[src/rtl/fwd_scoreboard.sv]
// fwd_scoreboard: shift-register scoreboard of in-flight writes that
// feeds operand bypass, the load-use stall and the register-file write port.
module fwd_scoreboard #(
  parameter int DATA_W     = 32,
  parameter int REG_AW     = 5,
  parameter int NUM_RD     = 2,
  parameter int DEPTH      = 3,
  parameter int LOAD_STAGE = 1
) (
  input  logic                     clk,
  input  logic                     rst_n,
  input  logic                     hold,
  input  logic                     flush,
  input  logic                     iss_valid,
  input  logic                     iss_we,
  input  logic                     iss_load,
  input  logic [REG_AW-1:0]        iss_dst,
  input  logic [NUM_RD*REG_AW-1:0] rs_addr,
  input  logic [NUM_RD*DATA_W-1:0] rf_data,
  input  logic [DATA_W-1:0]        ex_result,
  input  logic [DATA_W-1:0]        mem_result,
  output logic [NUM_RD*DATA_W-1:0] fwd_data,
  output logic [NUM_RD-1:0]        fwd_hit,
  output logic                     stall_out,
  output logic                     wb_we,
  output logic [REG_AW-1:0]        wb_dst,
  output logic [DATA_W-1:0]        wb_data
);

  logic [DEPTH-1:0]  vld;
  logic [DEPTH-1:0]  we;
  logic [DEPTH-1:0]  ld;
  logic [REG_AW-1:0] dst  [DEPTH];
  logic [DATA_W-1:0] data [DEPTH];
  logic [DATA_W-1:0] eff  [DEPTH];
  logic [DEPTH-1:0]  rdy;
  logic [NUM_RD-1:0] pend;
  logic [REG_AW-1:0] addr;
  logic              issue;

  always_comb begin
    for (int k = 0; k < DEPTH; k++) begin
      eff[k] = data[k];
      if (k == 0 && !ld[k])
        eff[k] = ex_result;
      if (k == LOAD_STAGE && ld[k])
        eff[k] = mem_result;
      rdy[k] = !(ld[k] && (k < LOAD_STAGE));
    end
  end

  // Scan oldest to youngest so the youngest match is the last to assign.
  always_comb begin
    fwd_data = rf_data;
    fwd_hit  = '0;
    pend     = '0;
    addr     = '0;
    for (int i = 0; i < NUM_RD; i++) begin
      addr = rs_addr[i*REG_AW +: REG_AW];
      for (int k = DEPTH-1; k >= 0; k--) begin
        if (vld[k] && we[k] && dst[k] == addr) begin
          fwd_data[i*DATA_W +: DATA_W] = eff[k];
          fwd_hit[i] = rdy[k];
          pend[i]    = !rdy[k];
        end
      end
      if (addr == '0) begin
        fwd_data[i*DATA_W +: DATA_W] = '0;
        fwd_hit[i] = 1'b0;
        pend[i]    = 1'b0;
      end
    end
  end

  assign stall_out = |pend;
  assign issue     = iss_valid & ~stall_out & ~flush;

  always_ff @(posedge clk or negedge rst_n) begin
    if (!rst_n) begin
      vld <= '0;
      we  <= '0;
      ld  <= '0;
      for (int k = 0; k < DEPTH; k++) begin
        dst[k]  <= '0;
        data[k] <= '0;
      end
    end else if (!hold) begin
      for (int k = DEPTH-1; k > 0; k--) begin
        vld[k]  <= vld[k-1];
        we[k]   <= we[k-1];
        ld[k]   <= ld[k-1];
        dst[k]  <= dst[k-1];
        data[k] <= eff[k-1];
      end
      vld[0]  <= issue;
      we[0]   <= issue & iss_we;
      ld[0]   <= issue & iss_load;
      dst[0]  <= issue ? iss_dst : '0;
      data[0] <= '0;
    end
  end

  assign wb_we   = vld[DEPTH-1] & we[DEPTH-1] & (dst[DEPTH-1] != '0);
  assign wb_dst  = dst[DEPTH-1];
  assign wb_data = data[DEPTH-1];

endmodule
[config.mk]
export PLATFORM = sky130hd
export DESIGN_NAME = fwd_scoreboard
export DESIGN_NICKNAME = d
export VERILOG_FILES = /design/src/rtl/fwd_scoreboard.sv
export SDC_FILE = /design/constraint.sdc
export NUM_CORES = 1
export LEC_CHECK = 0
export ABC_CLOCK_PERIOD_IN_PS = 2200
export CAP_MARGIN = 30
export CORE_AREA = 10 10 132 134
export CTS_BUF_LIST = sky130_fd_sc_hd__clkbuf_8
export DETAILED_ROUTE_END_ITERATION = 8
export DIE_AREA = 0 0 142 144
export PLACE_DENSITY = 0.93
export SLEW_MARGIN = 5
export SYNTH_ARGS = -nofsm -noshare
export SYNTH_HDL_FRONTEND = slang
export SYNTH_SLANG_ARGS = --single-unit
[constraint.sdc]
create_clock -name clk -period 2.2 [get_ports clk]
set_input_delay 0.22 -clock clk [delete_from_list [all_inputs] [get_ports clk]]
set_output_delay 0.22 -clock clk [all_outputs]
set_load 0.05 [all_outputs]
### Yosys cells after proc, flatten, opt, wreduce, memory -nomap -nowiden

Index checks and enable logic that the tools add are counted.

* equality and inequality tests: 6
* multiplexer cells: 23
* bitwise logic cells: 8
* reduce and logical (&&, ||, !) cells: 14

Operators by type and width (number)
* 32-bit 2-to-1 mux: 10
* 5-bit == test: 6
* 1-bit 2-to-1 mux: 12
* 5-bit zero test: 2
* 1-bit logical AND: 9
* 1-bit bitwise AND: 6
* 5-bit 2-to-1 mux: 1
* 5-bit nonzero test: 1
* 1-bit NOT: 2
* 2-bit OR reduction: 1
* 1-bit zero test: 1

* flip-flop bits (word level): 87
* input port bits: 150
* output and inout port bits: 105

### Logic depth before layout (Yosys ltp)

* depth after elaboration: 9
* depth in mapped cells: 8
* depth with buffers taken out: 5

### Worst setup path after synthesis

No wires, ideal clock.

* path kind: flip-flop to output port
* from: reg dst (netlist bit wb_dst[4])
* to: out fwd_hit[1]
* data arrival time: 2583 ps
* required time: 1980 ps
* setup slack: -603 ps
* stages on the path, launching flop included: 7
* buffers on the path: 1
* cell sequence: dfrtp_1 > xnor2_1 > nand4_1 > nor2_1 > buf_2 > nor3_1 > a211oi_1

* word-level cells in the longest chain between the ends: 6

RTL lines
* start, declared: line 33 `logic [REG_AW-1:0] dst [DEPTH];`
* start signal, assigned by index: line 92 `dst[k] <= dst[k-1];`
* 5-bit == test: line 61 `if (vld[k] && we[k] && dst[k] == addr) begin`
* 1-bit logical AND: line 61
* 1-bit 2-to-1 mux (3 in a row): line 61
* 1-bit 2-to-1 mux: line 67 `if (addr == '0) begin`
* end, declared: line 23 `output logic [NUM_RD-1:0] fwd_hit,`

Every way passes these cells.

### Final worst setup path

* from: reg dst[14] in the netlist's numbering
* to: out fwd_data[49]

* word-level cells in the longest chain between the ends: 4

RTL lines
* 5-bit == test: line 61
* 1-bit logical AND: line 61
* 32-bit 2-to-1 mux: line 61
* 32-bit 2-to-1 mux: line 67
* end, declared: line 22 `output logic [NUM_RD*DATA_W-1:0] fwd_data,`

Every way passes these cells.

==> flow_summary.json <==
{
  "setup_viol": 67,
  "portBuffers": 254,
  "yosys.area.top_type": "dfrtp_1",
  "synth_compound_area_share_pct": 10.8,
  "grt_pass1_vias": 7647,
  "cts_sinks": 87,
  "synth_seq_cells": 87,
  "ys_warn_count": 0,
  "fmax_mhz": 365,
  "synth_area_um2": 6850,
  "startpoint_type": "register",
  "fin_crit_ns": 2.74,
  "viasPerCell": 6.30,
  "drc": 0,
  "synth_seq_area_share_pct": 31.8,
  "rsz0062_at_grt": "true",
  "tightest_slew_ns": 0.553,
  "crit_buf_inv": 3,
  "violations": "negative setup slack",
  "critPathCaptureType": "primary output",
  "wirelength_um": 29800,
  "n_fill_cell": 927,
  "cts_root_buf": "clkbuf_8",
  "dp_hpwl_um": 20900,
  "synth.area.mux_share_pct": 26.0,
  "synth_ff_type": "dfrtp_1",
  "row_count": 45,
  "cts_buffer_depth": 2,
  "crit_slowest_cell": "or3_4",
  "insertedDiodeCount": 0,
  "fin_nets": 1111,
  "synth_fp_nets": 856,
  "ios": 255,
  "drv_slew": 0,
  "grt_max_degree": 44,
  "synth.area.top_cells": "dfrtp_1 (32%), mux2_2 (14%), mux2i_1 (12%), o211ai_2 (5.5%), nand4_1 (4.7%)",
  "cpLargestDelayFamily": "simple AND/OR/NAND/NOR gates",
  "wl_per_cell_um": 25.8,
  "cts_buffers": 9,
  "clk_pin_slew_worst_paths_ns": 0.09,
  "reg2reg_from": "dst[10]",
  "antenna_found_initial": 0,
  "finalHoldViolations": 0,
  "grt_pass1_wl_um": 43200,
  "cp_data_arrival_time_ns": 2.52,
  "maxCapViolCount": 0,
  "start_util_pct": 46.1,
  "syn_avg_cell_area_um2": 9.71,
  "synthCells": 706,
  "die_y_um": 144,
  "r2r-end": "dst[14]",
  "status": "finished, violations left",
  "ant_nets": 0,
  "synth_top_area_share_pct": 31.8,
  "die_w_um": 142,
  "async_flop_share_pct": 100,
  "hold_slack_ns": 0.331,
  "core-area_um2": 14900,
  "slew_headroom_pct": 63.0,
  "gp_congestion": 0.939,
  "cp_max_fo": 13,
  "p_leak_uw": 0.00423,
  "layout_setup_ws_ns": -0.540,
  "hold_class": "input port to asynchronous set/reset pin",
  "synth_edf_count": 0,
  "crit_chain": "buf_6 > xor2_2 > nor4_4 > and3_4 > or3_4 > buf_12 > o211ai_4 > buf_8",
  "finalCritPeriodShare_pct": 125,
  "reg2reg_depth": 7,
  "dp.cells": 1121,
  "layout-drive-gt1-share_pct": 36.6,
  "yosys.area_share.simple_pct": 18.3,
  "synth_top_family_by_area": "multiplexers",
  "worstSetupPathType": "register to primary output",
  "synth_fa_ha_area_share_pct": 0,
  "power.density_nw_per_um2": 497,
  "synthXorXnorAreaFrac_pct": 3.83,
  "cpPeakStageDelay_ns": 0.47,
  "cp.required_ns": 1.98,
  "fin_skew_ns": 0.0172,
  "grt_usage_pct": 26.8,
  "fin_util_pct": 75.6,
  "rrSetupSlack_ns": 0.28,
  "drt_first_pass_iters": 5,
  "clock_latency_ns": 0.36,
  "cts_tree": "done",
  "die_area_um2": 20400,
  "stdcell_count": 1153,
  "syn_to_final_growth_pct": 64.0,
  "vdd_drop_max_mv": 0.373,
  "ys_types": 33,
  "vias": 7265,
  "htree_levels": 3,
  "initialDrtViolationCount": 760,
  "grt_overflow": 0
}
## state kept, by name, indices dropped and copies added (netlist names)
| register | cells |
|---|---|
| data | 32 |
| wb_data | 32 |
| wb_dst | 5 |
| we | 3 |
| dst | 10 |
| vld | 3 |
| ld | 2 |
## cell usage after synthesis, drive strengths merged, types with 2 or more instances
cell	instances
nor3	6
o21ai	16
mux2	87
nor4	3
or3	19
nor2b	24
o211ai	64
dfrtp	87
mux2i	80
buf	59
nand2b	8
inv	9
nor2	13
and2	3
a211oi	2
nand3	60
xnor2	20
nand4	52
nand2	28
or4	8
xor2	10
clkbuf	43
## how the worst max path moves through the flow
stage                from      endpoint  depth (start not counted)
3_3_place_gp   rs_addr[2]   fwd_data[2]                          8
4_1_cts           dst[10]   fwd_data[2]                          7
3_5_place_dp   rs_addr[5]  fwd_data[47]                          8
5_1_grt           dst[14]  fwd_data[63]                          8
2_1_floorplan     dst[11]  fwd_data[32]                          7
6_report          dst[14]  fwd_data[49]                          8
## routing by layer
layer  track usage, %  up-vias  routed length [um]
met4             14.2        0                1590
met2             45.7      535               14700
met5                0        -                   0
li1                 -     3094                   -
met1             30.3     3511               10700
met3             6.69      125                2740
## cells in the final DEF (no fill, tap or decap), drive strengths merged, types with 6 or more instances in the layout
master         instances
nand2b                 8
inv                   12
clkbuf                17
xnor2                 20
nand4                 52
nand2                 28
xor2                  10
mux2                  87
nor2                  13
clkdlybuf4s50        183
o21ai                 16
or4                    8
o211ai                64
mux2i                 80
nor2b                 24
or3                   19
buf                  153
nand3                 60
dfrtp                 87
nor3                   6
## power by group
| part | total, uW | internal (uW) | switching, uW |
|---|---|---|---|
| Combinational | 2460 | 1120 | 1340 |
| Clock | 1080 | 507 | 568 |
| Sequential | 2050 | 1810 | 234 |
## kinds of logic (layout without fill, tap and decap cells)
logic type / Yosys count / count (layout)
buf+inv: 111 / 370
simple gates: 227 / 227
flops: 87 / 87
compound gates: 84 / 84
xor+xnor: 30 / 30
mux: 167 / 167
## area by class of cell
| type | count | area, um^2 | share of cell area (%) |
|---|---|---|---|
| clock inverter | 6 | 56.3 | 0.501 |
| inverter | 9 | 33.8 | 0.301 |
| multi-input combinational | 508 | 4630 | 41.2 |
| clock buffer | 9 | 124 | 1.10 |
| timing repair buffer | 346 | 3980 | 35.4 |
| sequential | 87 | 2190 | 19.4 |
| tap | 188 | 235 | 2.09 |
## per-stage QoR
stage          setup TNS, ns  area (um^2)  setup WS [ns]  total power, uW
2_1_floorplan          -1.40         7160         -0.176             3520
3_3_place_gp          -18.61        10400         -0.330             4320
3_5_place_dp          -22.28        10400         -0.386             4390
4_1_cts               -24.00        10900         -0.433             5530
5_1_grt               -33.79        11200         -0.617             5810
6_report              -28.46        11200         -0.540             5580
## timing repair
item	4_1_cts	5_1_grt
hold endpoints to repair	27	0
cloned	0	3
gates resized for setup	66	58
hold buffers	1	0
buffers inserted	7	7
pin swaps	35	23
endpoints found under the setup margin	67	67
Note: power is estimated with default switching activity, not from simulation.
==> RTL edit: new RTL, same flow settings <==
`DATA_W`: 32 -> 16.
--- a/src/rtl/fwd_scoreboard.sv
+++ b/src/rtl/fwd_scoreboard.sv
@@ -1,7 +1,7 @@
 // fwd_scoreboard: shift-register scoreboard of in-flight writes that
 // feeds operand bypass, the load-use stall and the register-file write port.
 module fwd_scoreboard #(
-  parameter int DATA_W     = 32,
+  parameter int DATA_W     = 16,
   parameter int REG_AW     = 5,
   parameter int NUM_RD     = 2,
   parameter int DEPTH      = 3,
Ports: changed (5 resized); port bits go from 255 to 143. No check against the original RTL was run, so the function may have changed too.
==> RTL edit against the unedited design <==
The run still ends with negative setup slack left. Wire length decreased by 45%. Area after synthesis decreased by 40%. Sequential cell count decreased by 32. Final area decreased by 41%. Setup slack improved by 0.084 ns. Via count decreased by 44%. Synthesized cell count decreased by 41%. Total power decreased by 43%. Worst hold slack got worse by 0.0080 ns. Combinational power decreased by 45%. Maximum frequency increased by 3.2%. Highest routed layer unchanged.
==> RTL edit: results (changes against the unedited design) <==
| Metric | Value | Change |
|:---|:---|:---|
| Result of the run | finished, violations left |  |
| Violated checks | negative setup slack |  |
| Data arrival time of the worst path | 2.44 ns | -0.08 ns |
| Met1 Resource Use GR | 0.182 | -0.122 |
| Slowest cell on the critical path | or4_1 |  |
| Port Buf Inserts | 142 | -44% |
| Post-synth net total | 503 | -41% |
| Sequential element share of the synthesized area | 0.335 | +0.0178 |
| Area contributors post-synth | dfrtp_1, mux2_2, mux2i_1 |  |
| Depth of the worst register-to-register path | 8 | +1 |
| Fin Hold WS | 0.323 ns | -0.00805 ns |
| Number of detailed-route iterations in the first pass | 4 | -1 |
| Crit Path Max Fanout | 9 | -4 |
| Leakage power | 0.00262 uW | -38% |
| Reg2Reg Setup Slack | 0.17 ns | -0.11 ns |
| DP Cell Count | 753 | -33% |
| Met2 global-route usage | 0.269 | -0.188 |
| Critical Path End | fwd_data[16] |  |
| Sum of routed wire length over all layers | 16300 um | -45% |
| Source-to-sink clock delay at the later pin of the worst-skew pair | 0.31 ns | -0.05 ns |
| Reg2Reg Launch Point | dst[14]$_DFFE_PN0N_ |  |
| Warning count from the yosys run | 0 | unchanged |
| Maximum ir drop on the vdd rail | 0.289 mV | -22% |
| Post-synthesis area per instance | 9.84 sq um | +1.4% |
| Number of endpoints failing setup at the final stage | 35 | -48% |
| Final layout net count | 674 | -39% |
| Sw Share | 0.376 | -0.00884 |
| GR Util met3 | 0.0351 | -0.0318 |
| Number of levels the H-tree was split into | 2 | -1 |
| HPWL Detailed | 12300 um | -41% |
| Pre-CTS setup slack | -0.456 ns | -0.0697 ns |
| Cell Area, Placed | 6330 sq um | -39% |
| Gp weighted congestion | 0.932 | -0.69% |
| Number of standard cells in the layout, taps in and fillers out | 777 | -33% |
| Most frequent cells after synthesis | dfrtp_1, mux2i_1, mux2_2 |  |
| Fraction of final layout cells sized beyond drive strength 1 | 0.317 | -0.0483 |
| Wl on met1 | 6610 um | -38% |
| GRT Util Overall | 0.154 | -0.114 |
| Launching instance or port of the critical path | dst[8]$_DFFE_PN0N_ |  |
| Slack of the critical path | -0.456 ns | +0.0845 ns |
| Clock-pin slew of the registers on the worst-case setup and hold paths | 0.11 ns | +0.02 ns |
| Clock buffer count from CTS | 5 | -4 |
| Drt first-iter violations | 154 | -80% |
| Detailed-routed wire length on met3 | 1030 um | -62% |
| Number of antenna violations at the first check in global routing | 0 | unchanged |
| Final clock skew | 0.0188 ns | +0.00169 ns |
| Normalized max-slew margin | 0.633 | +0.00248 |
| Largest net degree at the start of global routing | 26 | -41% |
| Via count of the first global-routing pass | 4438 | -42% |
-- RTL edit: cell types whose count changed after synthesis, moves of 7 or more --
| cell | unedited run | this run |
|---|---|---|
| clkbuf_1 | 43 | 14 |
| mux2_2 | 87 | 46 |
| dfrtp_1 | 87 | 55 |
| o21ai_0 | 16 | 9 |
| buf_4 | 37 | 25 |
| nor2b_1 | 24 | 16 |
| mux2i_1 | 80 | 48 |
| nand4_1 | 52 | 20 |
| nand2b_1 | 8 | 0 |
| nor2_1 | 13 | 4 |
| nand3_1 | 60 | 36 |
| or3_1 | 19 | 1 |
| buf_2 | 12 | 5 |
| o211ai_2 | 30 | 2 |
-- RTL edit: area by class of cell --
type                       instances  area (sq um)
clock buffer                       5          68.8
tap                              188           235
sequential                        55          1380
fill                            1357          8200
clock inverter                     3          12.5
multi-input combinational        303          2480
inverter                          10          37.5
timing repair buffer             213          2460
-- RTL edit: power by group through the flow --
stage,Combinational (uW),Sequential (uW),Clock (uW)
floorplan,827,1240,0
global route,1440,1280,617
finish,1360,1260,556
global placement,1320,1270,0
detailed placement,1340,1280,0
CTS,1360,1260,575
-- RTL edit: what timing repair did --
action	in CTS	in global routing
resized for setup	17	18
endpoints found under the setup margin	35	35
setup buffers	8	7
hold buffers	1	0
endpoints found under the hold margin	11	0
pin swaps	21	16
-- RTL edit: cells by family (layout without fill, tap and decap cells) --
| kind of cell | Yosys count | after routing | share of synthesized area |
|---|---|---|---|
| buffers and inverters | 59 | 231 | 0.0857 |
| and+or+nand+nor | 134 | 134 | 0.192 |
| muxes | 94 | 94 | 0.243 |
| DFF | 55 | 55 | 0.335 |
| xor gates and xnor gates | 30 | 30 | 0.0640 |
| AOI/OAI and AO/OA | 45 | 45 | 0.0793 |
